### src/rtl/x_uart_pkg.sv
// rtl/x_uart_pkg.sv - shared UART framing constants and transmitter state type
//
// Purpose: common definitions for the UART word transmitter and its helpers.
// Contents:
//   uart_state_t     - transmitter FSM states (IDLE, START, DATA, STOP)
//   UART_DATA_BITS   - data bits per frame
//   UART_FRAME_BITS  - total bits per frame (start + data + stop)
//   UART_IDLE_LEVEL  - line level while no frame is in flight
package x_uart_pkg;

    typedef enum logic [1:0] {
        IDLE  = 2'd0,
        START = 2'd1,
        DATA  = 2'd2,
        STOP  = 2'd3
    } uart_state_t;

    localparam int   UART_DATA_BITS  = 8;
    localparam int   UART_FRAME_BITS = 10;
    localparam logic UART_IDLE_LEVEL = 1'b1;

endpackage

### src/rtl/x_uart_baud_tick.sv
// rtl/x_uart_baud_tick.sv - bit-period counter producing a tick on the last cycle of each bit
//
// Purpose: divides the system clock into UART bit periods; used by both the
//          transmit and receive sides.
// Ports:
//   i_clk  - system clock
//   i_rst  - asynchronous active-high reset
//   i_en   - count enable; counter is held at zero while low
//   o_tick - high on the last cycle of each CLKS_PER_BIT-cycle bit period
module x_uart_baud_tick #(
    parameter int CLKS_PER_BIT = 104
) (
    input  logic i_clk,
    input  logic i_rst,
    input  logic i_en,
    output logic o_tick
);

    localparam int                CNT_W    = $clog2(CLKS_PER_BIT);
    localparam logic [CNT_W-1:0]  CNT_LAST = CNT_W'(CLKS_PER_BIT - 1);

    logic [CNT_W-1:0] cnt;

    // Clearing while disabled means the first enabled cycle is always
    // cycle 0 of a fresh bit period.
    always_ff @(posedge i_clk or posedge i_rst) begin
        if (i_rst) begin
            cnt <= '0;
        end else if (!i_en || cnt == CNT_LAST) begin
            cnt <= '0;
        end else begin
            cnt <= cnt + CNT_W'(1);
        end
    end

    assign o_tick = i_en && (cnt == CNT_LAST);

endmodule

### src/rtl/x_uart_word_tx.sv
// rtl/x_uart_word_tx.sv - UART transmitter sending one multi-byte word as back-to-back 8N1 frames
//
// Purpose: accepts a word over a valid/ready handshake and serializes it LSB
//          byte first, LSB bit first, as BYTES consecutive 8N1 frames.
// Ports:
//   i_clk   - system clock
//   i_rst   - asynchronous active-high reset
//   i_data  - word to send (8*BYTES bits), sampled only on acceptance
//   i_valid - word available
//   o_ready - idle, a word is accepted this cycle if i_valid is high
//   o_tx    - serial line, idle high, driven from a flop
//   o_busy  - high in every non-idle state
module x_uart_word_tx
    import x_uart_pkg::*;
#(
    parameter int CLKS_PER_BIT = 104,
    parameter int BYTES        = 4
) (
    input  logic               i_clk,
    input  logic               i_rst,
    input  logic [8*BYTES-1:0] i_data,
    input  logic               i_valid,
    output logic               o_ready,
    output logic               o_tx,
    output logic               o_busy
);

    localparam int                 WORD_W    = 8 * BYTES;
    localparam int                 BYTE_W    = (BYTES > 1) ? $clog2(BYTES) : 1;
    localparam logic [BYTE_W-1:0]  LAST_BYTE = BYTE_W'(BYTES - 1);
    localparam logic [2:0]         LAST_BIT  = 3'(UART_DATA_BITS - 1);

    uart_state_t       state;
    uart_state_t       state_nx;
    logic [WORD_W-1:0] shreg;
    logic [WORD_W-1:0] shreg_nx;
    logic [2:0]        bit_cnt;
    logic [BYTE_W-1:0] byte_cnt;
    logic              tick;
    logic              accept;
    logic              baud_en;
    logic              tx_nx;

    assign accept  = (state == IDLE) && i_valid;
    assign baud_en = (state != IDLE);

    x_uart_baud_tick #(
        .CLKS_PER_BIT(CLKS_PER_BIT)
    ) u_baud_tick (
        .i_clk (i_clk),
        .i_rst (i_rst),
        .i_en  (baud_en),
        .o_tick(tick)
    );

    // State register
    always_ff @(posedge i_clk or posedge i_rst) begin
        if (i_rst) begin
            state <= IDLE;
        end else begin
            state <= state_nx;
        end
    end

    // Next-state logic
    always_comb begin
        state_nx = state;
        case (state)
            IDLE:  if (accept)                        state_nx = START;
            START: if (tick)                          state_nx = DATA;
            DATA:  if (tick && bit_cnt == LAST_BIT)   state_nx = STOP;
            STOP:  if (tick)                          state_nx = (byte_cnt == LAST_BYTE) ? IDLE : START;
            default:                                  state_nx = IDLE;
        endcase
    end

    // The word shifts right one bit per data bit, so the bit on the line is
    // always shreg[0] and the next byte lands at the bottom after 8 shifts.
    always_comb begin
        shreg_nx = shreg;
        if (accept) begin
            shreg_nx = i_data;
        end else if (state == DATA && tick) begin
            shreg_nx = shreg >> 1;
        end
    end

    // Output logic. The line level is computed from the next state so the
    // registered o_tx already shows the start bit on the cycle after acceptance.
    always_comb begin
        o_ready = (state == IDLE);
        o_busy  = (state != IDLE);
        tx_nx   = UART_IDLE_LEVEL;
        case (state_nx)
            START:   tx_nx = 1'b0;
            DATA:    tx_nx = shreg_nx[0];
            default: tx_nx = UART_IDLE_LEVEL;
        endcase
    end

    // Datapath registers
    always_ff @(posedge i_clk or posedge i_rst) begin
        if (i_rst) begin
            shreg    <= '0;
            o_tx     <= UART_IDLE_LEVEL;
            bit_cnt  <= '0;
            byte_cnt <= '0;
        end else begin
            shreg <= shreg_nx;
            o_tx  <= tx_nx;

            if (accept || (state == START && tick)) begin
                bit_cnt <= '0;
            end else if (state == DATA && tick) begin
                bit_cnt <= bit_cnt + 3'd1;
            end

            if (accept) begin
                byte_cnt <= '0;
            end else if (state == STOP && tick && byte_cnt != LAST_BYTE) begin
                byte_cnt <= byte_cnt + BYTE_W'(1);
            end
        end
    end

endmodule
### config.mk
export PLATFORM = sky130hd
export DESIGN_NAME = x_uart_word_tx
export DESIGN_NICKNAME = d
export VERILOG_FILES = /design/src/rtl/x_uart_pkg.sv /design/src/rtl/x_uart_baud_tick.sv /design/src/rtl/x_uart_word_tx.sv
export SDC_FILE = /design/constraint.sdc
export NUM_CORES = 1
export LEC_CHECK = 0
export ABC_AREA = 0
export ABC_CLOCK_PERIOD_IN_PS = 3950
export CAP_MARGIN = 40
export CORE_UTILIZATION = 30
export DETAILED_ROUTE_END_ITERATION = 10
export GPL_TIMING_DRIVEN = 0
export REMOVE_ABC_BUFFERS = 1
export SYNTH_ARGS = -nofsm -noshare
export SYNTH_HDL_FRONTEND = slang
export SYNTH_SLANG_ARGS = --single-unit
### constraint.sdc
create_clock -name i_clk -period 3.95 [get_ports i_clk]
set_input_delay 0.79 -clock i_clk [delete_from_list [all_inputs] [get_ports i_clk]]
set_output_delay 0.79 -clock i_clk [all_outputs]
set_load 0.05 [all_outputs]
==> flow_metrics.py, run 1 <==
metrics = {
    "die": {
        "ioPinCount": 38,
        "design.core.area_um2": 7210,
        "placementRows": 31,
        "floorplan.initialDensity_pct": 30.9,
        "fp.dieW_um": 88.1,
        "die_y_um": 88.1,
        "floorplan.die_area_um2": 7770,
    },
    "clock_network": {
        "clock_buffer_count_from_cts": 5,
        "post_cts_setup_driven_buffer_insertion_count": 0,
        "clock_latency_ns": 0.29,
        "ctsHtreeMaxLevel": 2,
        "cts_repair_resize_count": 0,
        "tritoncts": "done",
        "cts.hold.buffers_added": 0,
        "ctsRootBufferMaster": "sky130_fd_sc_hd__clkbuf_8",
        "clkSinkCount": 47,
        "cts_buffer_depth": 2,
        "clkTransAtPathRegs_ns": 0.09,
    },
    "route": {
        "detail-route-antenna-nets": 0,
        "detailedRoute.firstPassIterationCount": 4,
        "post_drt_via_cell_ratio": 4.71,
        "detailed_router_s_first_iteration_violation_count": 64,
        "wl_per_cell_um": 12.2,
        "drc": 0,
        "routed_wirelength_mm": 4.35,
        "vias": 1676,
    },
    "cells_and_area": {
        "syn2layout_area_growth_pct": 27.7,
        "num_antenna_cells": 0,
        "fillers": 751,
        "drive_gt1_share_pct": 9.34,
        "final_net_count": 296,
        "layoutNonFillerInstCount": 356,
    },
    "pwr": {
        "leakagePower_uw": 0.00120,
        "power.ir.vdd_worst_mv": 0.172,
        "power_per_unit_of_standard_cell_area_nw_per_um2": 543,
    },
    "setup_path": {
        "critical_path.max_fanout": 10,
        "worst_ep_required_time_ns": 3.16,
        "worst_ep_arrival_time_ns": 1.97,
        "setup.worst_path.class": "flop to primary output",
        "cp-start-kind": "flop",
        "critical_path_end_type": "primary output",
        "r2r-start": "u_baud_tick.cnt[0]",
        "critical_path_launch_point": "state[1]",
    },
    "timing": {
        "fmax_ghz": 0.363,
        "finalCriticalPeriod_ns": 2.76,
        "final_hold_slack_ns": 0.470,
        "finalClockSkew_ns": 0.00785,
        "setup_repair_after_global_routing_missed_its_margin": "no",
        "finalHoldViolations": 0,
        "final.period_utilization_pct": 69.8,
        "finalSetupViolations": 0,
        "worst_slew_pin_slew_ns": 0.873,
        "maxSlewViolCount": 0,
        "worst_slack_ns": 1.19,
        "slew-limit-headroom_pct": 41.5,
    },
    "grt": {
        "number_of_global_route_vias_before_repair": 1551,
        "grt_usage_pct": 12.0,
        "largest_net_degree_at_the_start_of_global_routing": 27,
        "initial_antenna_violation_count": 0,
        "grt_pass1_wl_mm": 7.12,
        "overflow_left_after_global_routing": 0,
    },
    "flow_run": {
        "cap_viol_max_count": 0,
    },
    "synthesis": {
        "synthesis.instances": 219,
        "postSynthAreaPerCell_um2": 10.2,
        "top_cells_by_area_synth": "sky130_fd_sc_hd__dfrtp_1 (52%), sky130_fd_sc_hd__a22oi_1 (8.8%), sky130_fd_sc_hd__o21ai_0 (7.2%)",
        "synth_seq_cells": 47,
        "asyncSetResetFlopFracSynth_pct": 100,
        "synth-main-ff-cell": "sky130_fd_sc_hd__dfrtp_1",
        "ys_types": 42,
        "synthDominantAreaCellType": "sky130_fd_sc_hd__dfrtp_1",
        "syn-cell-area_um2": 2230,
        "synth_warnings": 0,
        "seq_area_frac_synth_pct": 52.9,
        "fraction_of_synthesized_cell_area_taken_by_the_top_area_cell_type_pct": 51.7,
        "number_of_enable_flip_flop_cells_after_synthesis": 0,
    },
    "place": {
        "place_hpwl_mm": 3.02,
        "finalWeightedCongestion": 0.721,
        "dpl.cell_count": 349,
        "place.port_buffers": 37,
        "placement.setup.worst_slack_ns": 1.29,
    },
    "min_path": {
        "hold_class": "flop to flop",
        "hp-start": "u_baud_tick.cnt[0]",
    },
    "outcome": {
        "run_status": "finished clean",
    },
}
[where the power goes]
part	switching, µW	total, µW	internal, µW
combinational	220	419	199
sequential	145	835	690
clock	151	289	138
[synth_stat cells (2+ instances only)]
cell type,number
sky130_fd_sc_hd__nand3_1,3
sky130_fd_sc_hd__inv_1,30
sky130_fd_sc_hd__nand2_1,9
sky130_fd_sc_hd__xor2_1,3
sky130_fd_sc_hd__nand4_1,2
sky130_fd_sc_hd__dfrtp_1,46
sky130_fd_sc_hd__a22o_1,2
sky130_fd_sc_hd__buf_2,3
sky130_fd_sc_hd__mux2i_1,6
sky130_fd_sc_hd__a22oi_1,26
sky130_fd_sc_hd__clkbuf_1,6
sky130_fd_sc_hd__ha_1,4
sky130_fd_sc_hd__nand4b_1,2
sky130_fd_sc_hd__nor3b_1,2
sky130_fd_sc_hd__xnor2_1,2
sky130_fd_sc_hd__o22ai_1,2
sky130_fd_sc_hd__o21ai_1,2
sky130_fd_sc_hd__o21ai_0,32
sky130_fd_sc_hd__nor2_1,12
sky130_fd_sc_hd__nor2b_1,3
[final cells by class]
| type | count | area [µm²] | share of cell area, % |
|---|---|---|---|
| sequential | 47 | 1180 | 41.4 |
| multi-input combinational | 131 | 885 | 31.1 |
| timing repair buffer | 42 | 455 | 16.0 |
| tap | 99 | 124 | 4.36 |
| inverter | 30 | 113 | 3.96 |
| clock buffer | 6 | 82.6 | 2.91 |
| clock inverter | 1 | 5.00 | 0.176 |
[per-layer routing]
layer	global-route usage (%)	part of all wire, %	vias up
met5	0	0	-
li1	-	-	844
met4	5.72	1.7	0
met2	19.2	46	28
met1	15.5	49	799
met3	2.73	3.3	5
[cells by family after synthesis]
| kind of cell | count (synthesis) | share of synthesized area (%) |
|---|---|---|
| muxes | 7 | 3.20 |
| DFF | 47 | 52.9 |
| AOI/OAI and AO/OA | 71 | 20.8 |
| and+or+nand+nor | 44 | 11.3 |
| adders and majority gates | 4 | 2.25 |
| xor gates and xnor gates | 5 | 1.97 |
| buffers and inverters | 41 | 7.59 |
[registers in the layout, indices dropped and copies added (netlist names)]
| name | cells |
|---|---|
| state | 2 |
| bit_cnt | 3 |
| byte_cnt | 2 |
| o_tx | 1 |
| u_baud_tick.cnt | 7 |
| shreg | 32 |
[through the flow]
step | TNS [ns] | area (µm²) | util (%) | total power, µW
after floorplan | 0 | 2170 | - | 1120
after global routing | 0 | 2840 | 39.4 | 1660
after detailed placement | 0 | 2750 | 38.2 | 1270
after global placement | -32.45 | 2660 | 36.9 | 1250
after CTS | 0 | 2840 | 39.4 | 1560
final | 0 | 2840 | 39.4 | 1540
[placed cells by master (no fill, tap or decap), types with 3 or more instances in the layout]
master,Yosys,layout
sky130_fd_sc_hd__dfrtp_1,46,46
sky130_fd_sc_hd__clkdlybuf4s50_1,0,37
sky130_fd_sc_hd__o21ai_0,32,32
sky130_fd_sc_hd__inv_1,30,29
sky130_fd_sc_hd__a22oi_1,26,26
sky130_fd_sc_hd__nor2_1,12,12
sky130_fd_sc_hd__nand2_1,9,9
sky130_fd_sc_hd__mux2i_1,6,6
sky130_fd_sc_hd__clkbuf_8,0,6
sky130_fd_sc_hd__ha_1,4,4
sky130_fd_sc_hd__nand3_1,3,3
sky130_fd_sc_hd__nor2b_1,3,3
sky130_fd_sc_hd__xor2_1,3,3
[worst max-delay path: stages (launching register included)]
cell                              delay, ns
sky130_fd_sc_hd__dfrtp_1               0.49
sky130_fd_sc_hd__nor2_1                0.32
sky130_fd_sc_hd__clkdlybuf4s50_1       0.87
[final timing paths]
path / end / slack (ns) / cells past startpoint
worst max-delay path: o_ready / 1.19 / 2
worst max register to register: shreg[19] / 1.62 / 6
worst min-delay path: u_baud_tick.cnt[0] / 0.47 / 1
worst min register to register: u_baud_tick.cnt[0] / 0.47 / 1
min in group asynchronous: shreg[14] / 0.83 / 2
max in group asynchronous: state[1] / 2.62 / 3
Note: power is estimated with default switching activity, not from simulation.
==> run 2, diff against run 1 <==
--- a/config.mk
+++ b/config.mk
@@ -6,7 +6,7 @@
 export NUM_CORES = 1
 export LEC_CHECK = 0
 export ABC_AREA = 0
-export ABC_CLOCK_PERIOD_IN_PS = 3950
+export ABC_CLOCK_PERIOD_IN_PS = 2200
 export CAP_MARGIN = 40
 export CORE_UTILIZATION = 30
 export DETAILED_ROUTE_END_ITERATION = 10
==> constraint.sdc (replaced) <==
create_clock -name i_clk -period 2.2 [get_ports i_clk]
set_input_delay 0.44 -clock i_clk [delete_from_list [all_inputs] [get_ports i_clk]]
set_output_delay 0.44 -clock i_clk [all_outputs]
set_load 0.05 [all_outputs]
==> flow_metrics.py, run 2 (same netlist as run 1, synthesis figures left out) <==
metrics = {
    "cells_and_area": {
        "largest-register": "shreg",
        "syn2layout_area_growth_pct": 29.2,
        "fillers": 743,
        "reg_top3": "shreg: 32 flops, u_baud_tick.cnt: 7 flops, bit_cnt: 3 flops",
        "drive_gt1_share_pct": 11.5,
        "num_antenna_cells": 0,
        "final_net_count": 300,
        "total_area_of_multi_input_combinational_cells_um2": 892,
        "largest_register_ff_count": 32,
        "regArea_um2": 1180,
        "layout.cells.most_common_list": "sky130_fd_sc_hd__dfrtp_1 (46), sky130_fd_sc_hd__clkdlybuf4s50_1 (35), sky130_fd_sc_hd__o21ai_0 (32)",
        "leading_cell_type_in_the_layout_fill_and_taps_excluded": "sky130_fd_sc_hd__dfrtp_1",
        "final_core_utilization_pct": 39.9,
    },
    "timing": {
        "worst_slack_ns": 0.163,
        "finalCriticalPeriod_ns": 2.04,
        "fmax_ghz": 0.491,
        "finalSetupViolations": 0,
        "finalClockSkew_ns": 0.0109,
        "setup_repair_after_global_routing_missed_its_margin": "no",
        "worst_slew_pin_slew_ns": 0.873,
        "slew-limit-headroom_pct": 41.5,
        "final.period_utilization_pct": 92.6,
        "finalHoldViolations": 0,
        "maxSlewViolCount": 0,
    },
    "pwr": {
        "power.ir.vdd_worst_mv": 0.312,
        "power_per_unit_of_standard_cell_area_nw_per_um2": 966,
        "leakagePower_uw": 0.00122,
        "report.power.total_uw": 2780,
    },
    "setup_path": {
        "critical-path-max-stage-delay_ns": 0.79,
        "cp-start-kind": "flop",
        "setup.worst_path.class": "flop to primary output",
        "critical_path.max_fanout": 1,
        "critical_path_end_type": "primary output",
        "cpLargestDelayFamily": "buffers and inverters",
        "worst_ep_arrival_time_ns": 1.60,
        "crit_slowest_cell": "sky130_fd_sc_hd__clkdlybuf4s50_1",
        "crit_chain": "clkdlybuf4s50_1",
        "worst-path-buf-inv": 1,
        "worst_ep_required_time_ns": 1.76,
    },
    "route": {
        "wl_per_cell_um": 12.2,
        "detailedRoute.firstPassIterationCount": 4,
        "post_drt_via_cell_ratio": 4.67,
        "detailed_router_s_first_iteration_violation_count": 71,
        "detail-route-antenna-nets": 0,
        "drc": 0,
        "routed_wirelength_mm": 4.40,
        "vias": 1681,
    },
    "grt": {
        "largest_net_degree_at_the_start_of_global_routing": 27,
        "grt_pass1_wl_mm": 7.19,
        "number_of_global_route_vias_before_repair": 1578,
        "overflow_left_after_global_routing": 0,
        "grt_usage_pct": 12.2,
        "initial_antenna_violation_count": 0,
    },
    "clock_network": {
        "clock_buffer_count_from_cts": 5,
        "ctsRootBufferMaster": "sky130_fd_sc_hd__clkbuf_8",
        "clock_latency_ns": 0.30,
        "clkSinkCount": 47,
        "cts_buffer_depth": 2,
        "cts.hold.buffers_added": 0,
        "ctsHtreeMaxLevel": 2,
        "clkTransAtPathRegs_ns": 0.09,
        "tritoncts": "done",
    },
    "die": {
        "floorplan.die_area_um2": 7770,
        "die_y_um": 88.1,
        "fp.dieW_um": 88.1,
        "placementRows": 31,
        "ioPinCount": 38,
        "design.core.area_um2": 7210,
        "floorplan.initialDensity_pct": 30.9,
    },
    "place": {
        "finalWeightedCongestion": 0.721,
        "place_hpwl_mm": 3.02,
        "place.port_buffers": 37,
        "placement.setup.worst_slack_ns": -0.132,
    },
    "min_path": {
        "hold_class": "flop to flop",
    },
    "outcome": {
        "run_status": "finished clean",
    },
    "flow_run": {
        "cap_viol_max_count": 0,
    },
}
==> run 2: cell count changes in the layout (fill, tap and decap cells not counted), sizes merged <==
| cell | change |
|---|---|
| buf | +4 |
| clkdlybuf4s50 | -2 |
| dlygate4sd2 | +2 |
==> run 2: per-stage QoR <==
| stage | TNS (ns) | std cells | cell area (µm²) | hold slack [ns] |
|---|---|---|---|---|
| floorplan | -22.73 | 208 | 2170 | 0.433 |
| global placement | -94.60 | 344 | 2660 | 0.446 |
| detailed placement | -3.01 | 349 | 2750 | 0.458 |
| CTS | 0 | 360 | 2870 | 0.469 |
| global route | 0 | 360 | 2880 | 0.494 |
| finish | 0 | 360 | 2880 | 0.473 |
==> run 2: path summary, 6_finish.rpt <==
check | slack [ns] | from | cells after the start | endpoint
worst max register to register | 0.26 | u_baud_tick.cnt[3] | 4 | o_tx
worst min-delay path | 0.47 | u_baud_tick.cnt[0] | 1 | u_baud_tick.cnt[0]
worst max-delay path | 0.16 | o_tx | 1 | o_tx
min in group asynchronous | 0.48 | i_rst | 2 | shreg[14]
max in group asynchronous | 1.22 | i_rst | 3 | state[1]
worst min register to register | 0.47 | u_baud_tick.cnt[0] | 1 | u_baud_tick.cnt[0]
==> run 2: timing repair <==
item | 4_1_cts | 5_1_grt
buffers inserted | 4 | 0
gates resized for setup | 2 | 2
endpoints found under the setup margin | 27 | 3
pin swaps | 1 | 0
==> run 2: area by class of cell <==
cell class	instances	share of cell area [%]
sequential	47	40.9
multi-input combinational	131	31.0
timing repair buffer	46	16.8
tap	99	4.31
inverter	30	3.91
clock buffer	6	2.87
clock inverter	1	0.174
==> run 2: metal layers <==
metal  share of wire (%)  global-route usage, %  up-vias
met4                 1.7                   5.72        0
li1                    -                      -      849
met1                  48                   15.6      799
met2                  46                   19.6       28
met3                 3.7                   2.73        5
met5                   0                      0        -
==> run 2: report_power, final <==
group	internal, µW	switching (µW)
registers	1240	267
clock network	247	273
logic	356	396
